## src/rtl/redmule_boot_ctrl.sv

```systemverilog
// Boot/reset sequencer for the RedMulE top levels: drives a double core reset,
// a settle window and fetch enable, then watches for end-of-computation with
// an optional watchdog. All DUT-facing outputs come straight from flops.
module redmule_boot_ctrl #(
    parameter int unsigned RST1_CYCLES    = 20,
    parameter int unsigned REL_CYCLES     = 10,
    parameter int unsigned RST2_CYCLES    = 10,
    parameter int unsigned SETTLE_CYCLES  = 100,
    parameter int unsigned TIMEOUT_CYCLES = 0,
    parameter int unsigned CNT_W          = 32
) (
    input  logic             clk_i,
    input  logic             rst_i,
    input  logic             restart_i,
    input  logic             eoc_i,
    input  logic [31:0]      exit_code_i,
    output logic             core_rst_no,
    output logic             fetch_enable_o,
    output logic             busy_o,
    output logic             done_o,
    output logic             timeout_o,
    output logic [31:0]      exit_code_o,
    output logic [CNT_W-1:0] run_cycles_o
);

    localparam logic [2:0] RST1      = 3'd0;
    localparam logic [2:0] REL       = 3'd1;
    localparam logic [2:0] RST2      = 3'd2;
    localparam logic [2:0] SETTLE    = 3'd3;
    localparam logic [2:0] RUN       = 3'd4;
    localparam logic [2:0] IDLE_DONE = 3'd5;
    localparam logic [2:0] TIMEOUT   = 3'd6;

    localparam logic [31:0] RST1_LAST   = 32'(RST1_CYCLES - 1);
    localparam logic [31:0] REL_LAST    = 32'(REL_CYCLES - 1);
    localparam logic [31:0] RST2_LAST   = 32'(RST2_CYCLES - 1);
    localparam logic [31:0] SETTLE_LAST = 32'(SETTLE_CYCLES - 1);

    generate
        if (RST1_CYCLES < 1)   begin : g_chk_rst1   $error("RST1_CYCLES must be >= 1");   end
        if (REL_CYCLES < 1)    begin : g_chk_rel    $error("REL_CYCLES must be >= 1");    end
        if (RST2_CYCLES < 1)   begin : g_chk_rst2   $error("RST2_CYCLES must be >= 1");   end
        if (SETTLE_CYCLES < 1) begin : g_chk_settle $error("SETTLE_CYCLES must be >= 1"); end
    endgenerate

    logic [2:0]  state;
    logic [31:0] phase;
    // The reset/restart edge counts as cycle -1, so the phase counter is
    // frozen for the first cycle after it; this makes RST1 span cycles 0..N-1.
    logic        hold;
    logic        wd_hit;

    // Watchdog fires on the last allowed RUN cycle (disabled when limit is 0).
    always_comb begin
        wd_hit = 1'b0;
        if (TIMEOUT_CYCLES != 0)
            wd_hit = (run_cycles_o == CNT_W'(TIMEOUT_CYCLES - 1));
    end

    // Sequencer state, phase counter and all registered outputs.
    always_ff @(posedge clk_i) begin
        if (rst_i || restart_i) begin
            state          <= RST1;
            phase          <= '0;
            hold           <= 1'b1;
            core_rst_no    <= 1'b0;
            fetch_enable_o <= 1'b0;
            busy_o         <= 1'b1;
            done_o         <= 1'b0;
            timeout_o      <= 1'b0;
            exit_code_o    <= '0;
            run_cycles_o   <= '0;
        end else begin
            hold <= 1'b0;
            case (state)
                RST1: if (!hold) begin
                    if (phase == RST1_LAST) begin
                        state       <= REL;
                        phase       <= '0;
                        core_rst_no <= 1'b1;
                    end else begin
                        phase <= phase + 32'd1;
                    end
                end
                REL: begin
                    if (phase == REL_LAST) begin
                        state       <= RST2;
                        phase       <= '0;
                        core_rst_no <= 1'b0;
                    end else begin
                        phase <= phase + 32'd1;
                    end
                end
                RST2: begin
                    if (phase == RST2_LAST) begin
                        state       <= SETTLE;
                        phase       <= '0;
                        core_rst_no <= 1'b1;
                    end else begin
                        phase <= phase + 32'd1;
                    end
                end
                SETTLE: begin
                    if (phase == SETTLE_LAST) begin
                        state          <= RUN;
                        phase          <= '0;
                        fetch_enable_o <= 1'b1;
                    end else begin
                        phase <= phase + 32'd1;
                    end
                end
                RUN: begin
                    if (run_cycles_o != '1)
                        run_cycles_o <= run_cycles_o + 1'b1;
                    if (eoc_i) begin
                        state          <= IDLE_DONE;
                        done_o         <= 1'b1;
                        exit_code_o    <= exit_code_i;
                        fetch_enable_o <= 1'b0;
                        busy_o         <= 1'b0;
                    end else if (wd_hit) begin
                        state          <= TIMEOUT;
                        timeout_o      <= 1'b1;
                        fetch_enable_o <= 1'b0;
                        core_rst_no    <= 1'b0;
                        busy_o         <= 1'b0;
                    end
                end
                IDLE_DONE, TIMEOUT: begin
                    state <= state;
                end
                default: begin
                    state <= RST1;
                    phase <= '0;
                end
            endcase
        end
    end

endmodule

```

## config.mk

```make
export PLATFORM = sky130hd
export DESIGN_NAME = redmule_boot_ctrl
export DESIGN_NICKNAME = d
export VERILOG_FILES = /design/src/rtl/redmule_boot_ctrl.sv
export SDC_FILE = /design/constraint.sdc
export NUM_CORES = 1
export LEC_CHECK = 0
export CORE_MARGIN = 2
export CORE_UTILIZATION = 52
export DETAILED_ROUTE_END_ITERATION = 12
export PLACE_DENSITY = 0.86
export SYNTH_ARGS = -nofsm -noshare
export SYNTH_HDL_FRONTEND = slang
export SYNTH_SLANG_ARGS = --single-unit
```

## constraint.sdc

```tcl
create_clock -name clk_i -period 2.44 [get_ports clk_i]
set_input_delay 0.488 -clock clk_i [delete_from_list [all_inputs] [get_ports clk_i]]
set_output_delay 0.488 -clock clk_i [all_outputs]
set_load 0.01 [all_outputs]
```

==> impl_metrics.csv, run 1 <==
group,metric,value,unit
status,status,"finished, final reports clean",
die,start_util,0.5291,
timing,slew_headroom,0.6709,
yosys,synth-async-reset-ratio,0,
setup_path,worst_path_max_delay_cell,"or4_1",
route,wl,13.67,mm
yosys,synthMostInstantiatedCell,"nand2_1",
clock_network,cts_buffers,9,
power,leakagePower,2.016,nW
route,ant_nets,0,
setup_path,critPathMaxStageDelay,570,ps
route,drt_iter0_markers,514,
power,clock_power_share,0.371,
yosys,yosysTopAreaCell,"dfxtp_1",
route,dr.pass1.iters,5,
yosys,synth_cell_type_count,60,
yosys,synthTopCellsByCount,"nand2_1 (113), dfxtp_1 (104), a21oi_1 (54), nor2_1 (53)",
timing,hold_viol,0,
yosys,synth_area,5100,sq um
setup_path,required,2710,ps
global_routing,grt_pass1_wl,21.92,mm
setup_path,worstRegToRegCells,6,
setup_path,worstSetupPathType,"reg -> reg",
power,cell_internal_pwr,2.188,mW
clock_network,cts_resized,0,
timing,rsz0062_at_grt,"no",
setup_path,reg2reg_slack,150,ps
min_path,min_path_type,"reg -> reg",
clock_network,path_clk_slew,110,ps
clock_network,cts.sinks,104,
power,pwr-share-comb,0.043,
timing,min_period,2294,ps
power,p_seq_frac,0.586,
cells_and_area,n_antenna_cell,0,
yosys,synth_top_cells_by_area,"dfxtp_1 (41%), nand2_1 (8.3%), a21oi_1 (5.3%), nor2_1 (3.9%), xnor2_1 (3.6%)",
yosys,synthFlopType,"dfxtp_1",
cells_and_area,regArea,2082,sq um
die,die_h,103.0,um
min_path,min_path_cells,2,
setup_path,crit_path_end_kind,"flop",
clock_network,tritoncts,"yes",
setup_path,rr_endpoint,"core_rst_no$_SDFFE_PP0P_",
power,worst_ir_drop_vdd,0.0003064,V
yosys,synth_top_area_frac,0.4082,
die,die_x,103.0,um
die,die_area,10620,sq um
cells_and_area,nFillCells,784,
min_path,whs_endpoint,"exit_code_o[4]$_SDFFE_PP0P_",
clock_network,clkLatencyLatePin,370,ps
route,wire_per_inst,15.64,um
run,maxCapViolCount,0,
route,via_per_inst,5.977,
timing,drv_slew,0,
yosys,synth-edff-count,0,
timing,finalSetupViolCount,0,
global_routing,grt_pass1_vias,4818,
yosys,synth_fp_nets,679,
yosys,synth_warnings,0,
cells_and_area,nets,775,
setup_path,worst-endpoint-arrival,2560,ps
placed_design,gp_congestion,0.9719,
die,rows,36,
power,total_power,2.900,mW
yosys,synthCells,640,
die,core_area,9639,sq um
global_routing,grt_max_degree,72,
placed_design,dpl.hpwl,9.740,mm
yosys,syn_area_per_cell,7.969,sq um
clock_network,clock-root-buffer,"clkbuf_8",
route,via_count,5224,
yosys,ys_seq_elements,104,
timing,fmax,436.0,MHz
global_routing,grt_usage,0.2544,
global_routing,grt_overflow,0,
clock_network,cts.htree.levels,3,
power,p_sw,712.0,uW
clock_network,post-cts-setup-buffers,0,
clock_network,clockBufferDepth,2,
cells_and_area,area_delta_synth_final,27.90,%
timing,tightest_slew,489.8,ps
route,drc,0,
placed_design,port_buffers,103,
cells_and_area,multi_input_area,2798,sq um
cells_and_area,drive_above_1_share,0.08502,
setup_path,rr_startpoint,"phase[0]$_SDFFE_PP0P_",
setup_path,path_cells,"ha_2 > nor4bb_1 > o21ai_0 > a32o_1 > or4_1 > o211a_1",
global_routing,antenna_found_initial,0,
timing,finalSetupTns,0,ps
setup_path,startpoint_type,"flop",
die,io_pins,105,
min_path,min_from,"exit_code_o[4]$_SDFFE_PP0P_",
yosys,synth_seq_area_share,0.4082,
timing,worst_clock_skew,14.41,ps
clock_network,hold_buffers,0,
power,switching_share,0.2456,
timing,period_share,0.9400,
power,power_density,444.5,nW/um^2
setup_path,critPathMaxFanout,8,
-- final cells by class --
class,instances,share of cell area
Timing Repair Buffer,127,0.1876
Tap cell,133,0.02551
Sequential cell,104,0.3192
Multi-Input combinational cell,479,0.4289
Inverter,15,0.008632
Clock inverter,6,0.009016
Clock buffer,10,0.02110
-- worst max-delay path, delay by kind of cell (launching register included) --
| kind | cells | cell delay [ps] |
|---|---|---|
| fa+ha+maj | 1 | 260 |
| flops | 1 | 450 |
| compound gates | 3 | 650 |
| simple gates | 2 | 840 |
-- layout by cell type (no fill, tap or decap), drive strengths merged, types with 7 or more instances in the layout --
cell,count
inv,19
nand2,113
xor2,7
nand3,30
nor3,17
o2111ai,13
o31ai,11
buf,24
or3,9
nor4,15
clkbuf,10
or4,13
xnor2,21
nor2,53
o21ai,11
and3,8
and4,11
clkdlybuf4s50,103
o211ai,11
a21oi,55
dfxtp,104
nand4,23
-- sequential cells by signal, summed over array words and instances, names as in the netlist --
signal	cells
state	3
busy_o	1
core_rst_no	1
fetch_enable_o	1
phase	32
done_o	1
hold	1
run_cycles_o	32
exit_code_o	32
-- per-stage QoR --
step	hold WS [ps]	worst slack [ps]	area (sq um)	instances	util
after global routing	483.2	12.12	6523	874	0.6767
after floorplan	452.0	189.5	5100	640	-
after global placement	432.8	212.6	6317	858	0.6554
after detailed placement	442.3	113.3	6317	858	0.6554
after CTS	459.4	61.43	6514	874	0.6758
final	459.1	146.4	6523	874	0.6767
-- per-layer routing --
metal	GRT usage	vias up	wire length (um)
li1	-	2508	-
met1	0.3165	2469	5633
met2	0.4351	215	6892
met3	0.04881	32	839
met4	0.09919	0	306
met5	0	-	0
-- power by group through the flow --
stage               sequential (mW)  combinational (mW)  clock [mW]
floorplan                      1.74              0.0437           0
global placement               1.74               0.119           0
detailed placement             1.74               0.121           0
CTS                            1.70               0.122        1.09
global route                   1.70               0.132        1.16
finish                         1.70               0.123        1.08
-- logic make-up after synthesis --
family,count (synthesis),synth area share
multiplexers,2,0.003926
adder cells (fa/ha/maj),3,0.007361
buffers and inverters,57,0.04588
XOR/XNOR,28,0.04809
AND/OR/NAND/NOR,313,0.3064
other,1,0.0007353
flip-flops,104,0.4082
AO/OA/AOI/OAI,132,0.1793
-- how the worst max path moves through the flow --
stage	start	endpoint	slack [ps]	depth (start not counted)
after CTS	phase[0]$_SDFFE_PP0P_	core_rst_no$_SDFFE_PP0P_	60	6
after floorplan	phase[0]$_SDFFE_PP0P_	phase[10]$_SDFFE_PP0P_	190	8
after detailed placement	phase[0]$_SDFFE_PP0P_	core_rst_no$_SDFFE_PP0P_	110	6
final	phase[0]$_SDFFE_PP0P_	core_rst_no$_SDFFE_PP0P_	150	6
after global routing	phase[0]$_SDFFE_PP0P_	core_rst_no$_SDFFE_PP0P_	10	6
after global placement	phase[0]$_SDFFE_PP0P_	core_rst_no$_SDFFE_PP0P_	210	6
Note: power is estimated with default switching activity, not from simulation.
==> run 2: changes to the inputs <==
--- a/config.mk
+++ b/config.mk
@@ -8,6 +8,7 @@
 export CORE_MARGIN = 2
 export CORE_UTILIZATION = 52
 export DETAILED_ROUTE_END_ITERATION = 12
+export GPL_ROUTABILITY_DRIVEN = 0
 export PLACE_DENSITY = 0.86
 export SYNTH_ARGS = -nofsm -noshare
 export SYNTH_HDL_FRONTEND = slang
==> run 2 against run 1 <==
Against the previous run:
- cell area up 0.19%
- non-clock buffer count increased by 2
- total power shrank 0.43%
- cell count up 0.23%
- setup slack lost 10 ps
- first-iteration DRC count is 21% lower
- sequential cell count unchanged
==> impl_metrics.csv, run 2 (synthesis gave the netlist of run 1 again) <==
group,metric,value,unit
status,status,"finished, final reports clean",
timing,fmax,434.1,MHz
min_path,min_path_cells,2,
cells_and_area,n_antenna_cell,0,
route,via_count,5224,
timing,min_period,2304,ps
run,maxCapViolCount,0,
route,wl,13.54,mm
timing,finalSetupViolCount,0,
timing,hold_viol,0,
power,total_power,2.887,mW
cells_and_area,nets,777,
clock_network,clkLatencyLatePin,370,ps
die,die_x,103.0,um
global_routing,grt_usage,0.2511,
clock_network,hold_buffers,0,
setup_path,critPathMaxFanout,8,
setup_path,startpoint,"phase[0]$_SDFFE_PP0P_",
global_routing,grt_pass1_vias,4813,
die,start_util,0.5291,
global_routing,antenna_found_initial,0,
timing,finalSetupTns,0,ps
setup_path,crit_path_end_kind,"flop",
power,leakagePower,2.029,nW
timing,drv_slew,0,
min_path,whs_endpoint,"exit_code_o[9]$_SDFFE_PP0P_",
global_routing,grt_overflow,0,
clock_network,clock-root-buffer,"clkbuf_8",
power,worst_ir_drop_vdd,0.0003424,V
global_routing,grt_pass1_wl,21.73,mm
cells_and_area,drive_above_1_share,0.08614,
cells_and_area,layout_common_cells,"nand2_1 (113), dfxtp_1 (104), clkdlybuf4s50_1 (103), a21oi_1 (54), nor2_1 (53)",
clock_network,tritoncts,"yes",
setup_path,rr_startpoint,"phase[0]$_SDFFE_PP0P_",
power,power_density,441.8,nW/um^2
setup_path,worst-endpoint-arrival,2570,ps
clock_network,clockBufferDepth,2,
setup_path,worstRegToRegCells,6,
cells_and_area,reg_top3,"exit_code_o x32, phase x32, run_cycles_o x32",
global_routing,grt_max_degree,35,
die,io_pins,105,
clock_network,cts_buffers,9,
route,drt_iter0_markers,408,
clock_network,post-cts-setup-buffers,0,
die,core_area,9639,sq um
clock_network,path_clk_slew,110,ps
clock_network,cts.sinks,104,
route,dr.pass1.iters,7,
route,drc,0,
clock_network,cts.htree.levels,3,
die,rows,36,
timing,period_share,0.9442,
setup_path,reg2reg_slack,140,ps
route,via_per_inst,5.963,
route,wire_per_inst,15.46,um
setup_path,worstSetupPathType,"reg -> reg",
placed_design,dpl.hpwl,9.715,mm
cells_and_area,nFillCells,771,
timing,worst_clock_skew,13.12,ps
timing,rsz0062_at_grt,"no",
cells_and_area,final_common_cell,"nand2_1",
cells_and_area,area_delta_synth_final,28.14,%
min_path,min_path_type,"reg -> reg",
min_path,min_from,"exit_code_o[9]$_SDFFE_PP0P_",
route,ant_nets,0,
die,die_area,10620,sq um
placed_design,port_buffers,103,
die,die_h,103.0,um
setup_path,required,2710,ps
clock_network,cts_resized,0,
setup_path,rr_endpoint,"core_rst_no$_SDFFE_PP0P_",
setup_path,startpoint_type,"flop",
cells_and_area,utilization,0.6780,
==> run 2: worst max path at each step <==
stage,end
final,core_rst_no$_SDFFE_PP0P_
after CTS,phase[26]$_SDFFE_PP0P_
after global routing,core_rst_no$_SDFFE_PP0P_
after global placement,core_rst_no$_SDFFE_PP0P_
after floorplan,phase[10]$_SDFFE_PP0P_
after detailed placement,core_rst_no$_SDFFE_PP0P_
==> run 2: area by class of cell <==
type                            count  area [sq um]  share of cell area
Sequential cell                   104          2082              0.3186
Multi-Input combinational cell    479          2795              0.4277
Tap cell                          133         166.4             0.02546
Clock inverter                      7         72.57             0.01110
Inverter                           15         56.30            0.008616
Timing Repair Buffer              129          1239              0.1895
Clock buffer                        9         123.9             0.01895
==> run 2: per-layer routing <==
metal / track usage / wire length, um / share of wire / vias to the layer above
li1: - / - / - / 2510
met1: 0.3072 / 5509 / 0.41 / 2436
met2: 0.4196 / 6649 / 0.49 / 233
met3: 0.06169 / 967 / 0.071 / 45
met4: 0.1103 / 414 / 0.031 / 0
met5: 0 / 0 / 0 / -
==> run 2: where the power goes <==
group	internal (mW)	switching (mW)	leakage [nW]
sequential	1.70	0.00137	0.838
combinational	0.0669	0.0564	1.09
clock	0.402	0.663	0.0966
==> run 2: per-stage QoR <==
step	instance area, sq um	setup slack, ps	hold slack [ps]	std cells
6_report	6535	136.2	459.8	876
5_1_grt	6535	24.83	478.4	876
4_1_cts	6529	44.99	463.6	876
3_5_place_dp	6332	110.6	448.3	860
3_3_place_gp	6332	214.2	432.4	860
2_1_floorplan	5100	189.5	452.0	640
==> run 2: critical path, cell delays in order, from the launching register on <==
cell and delay, ps:
dfxtp_1 440, ha_1 270, nor4b_2 280, nand4_1 140
a32o_1 380, or4_1 560, o211a_1 150
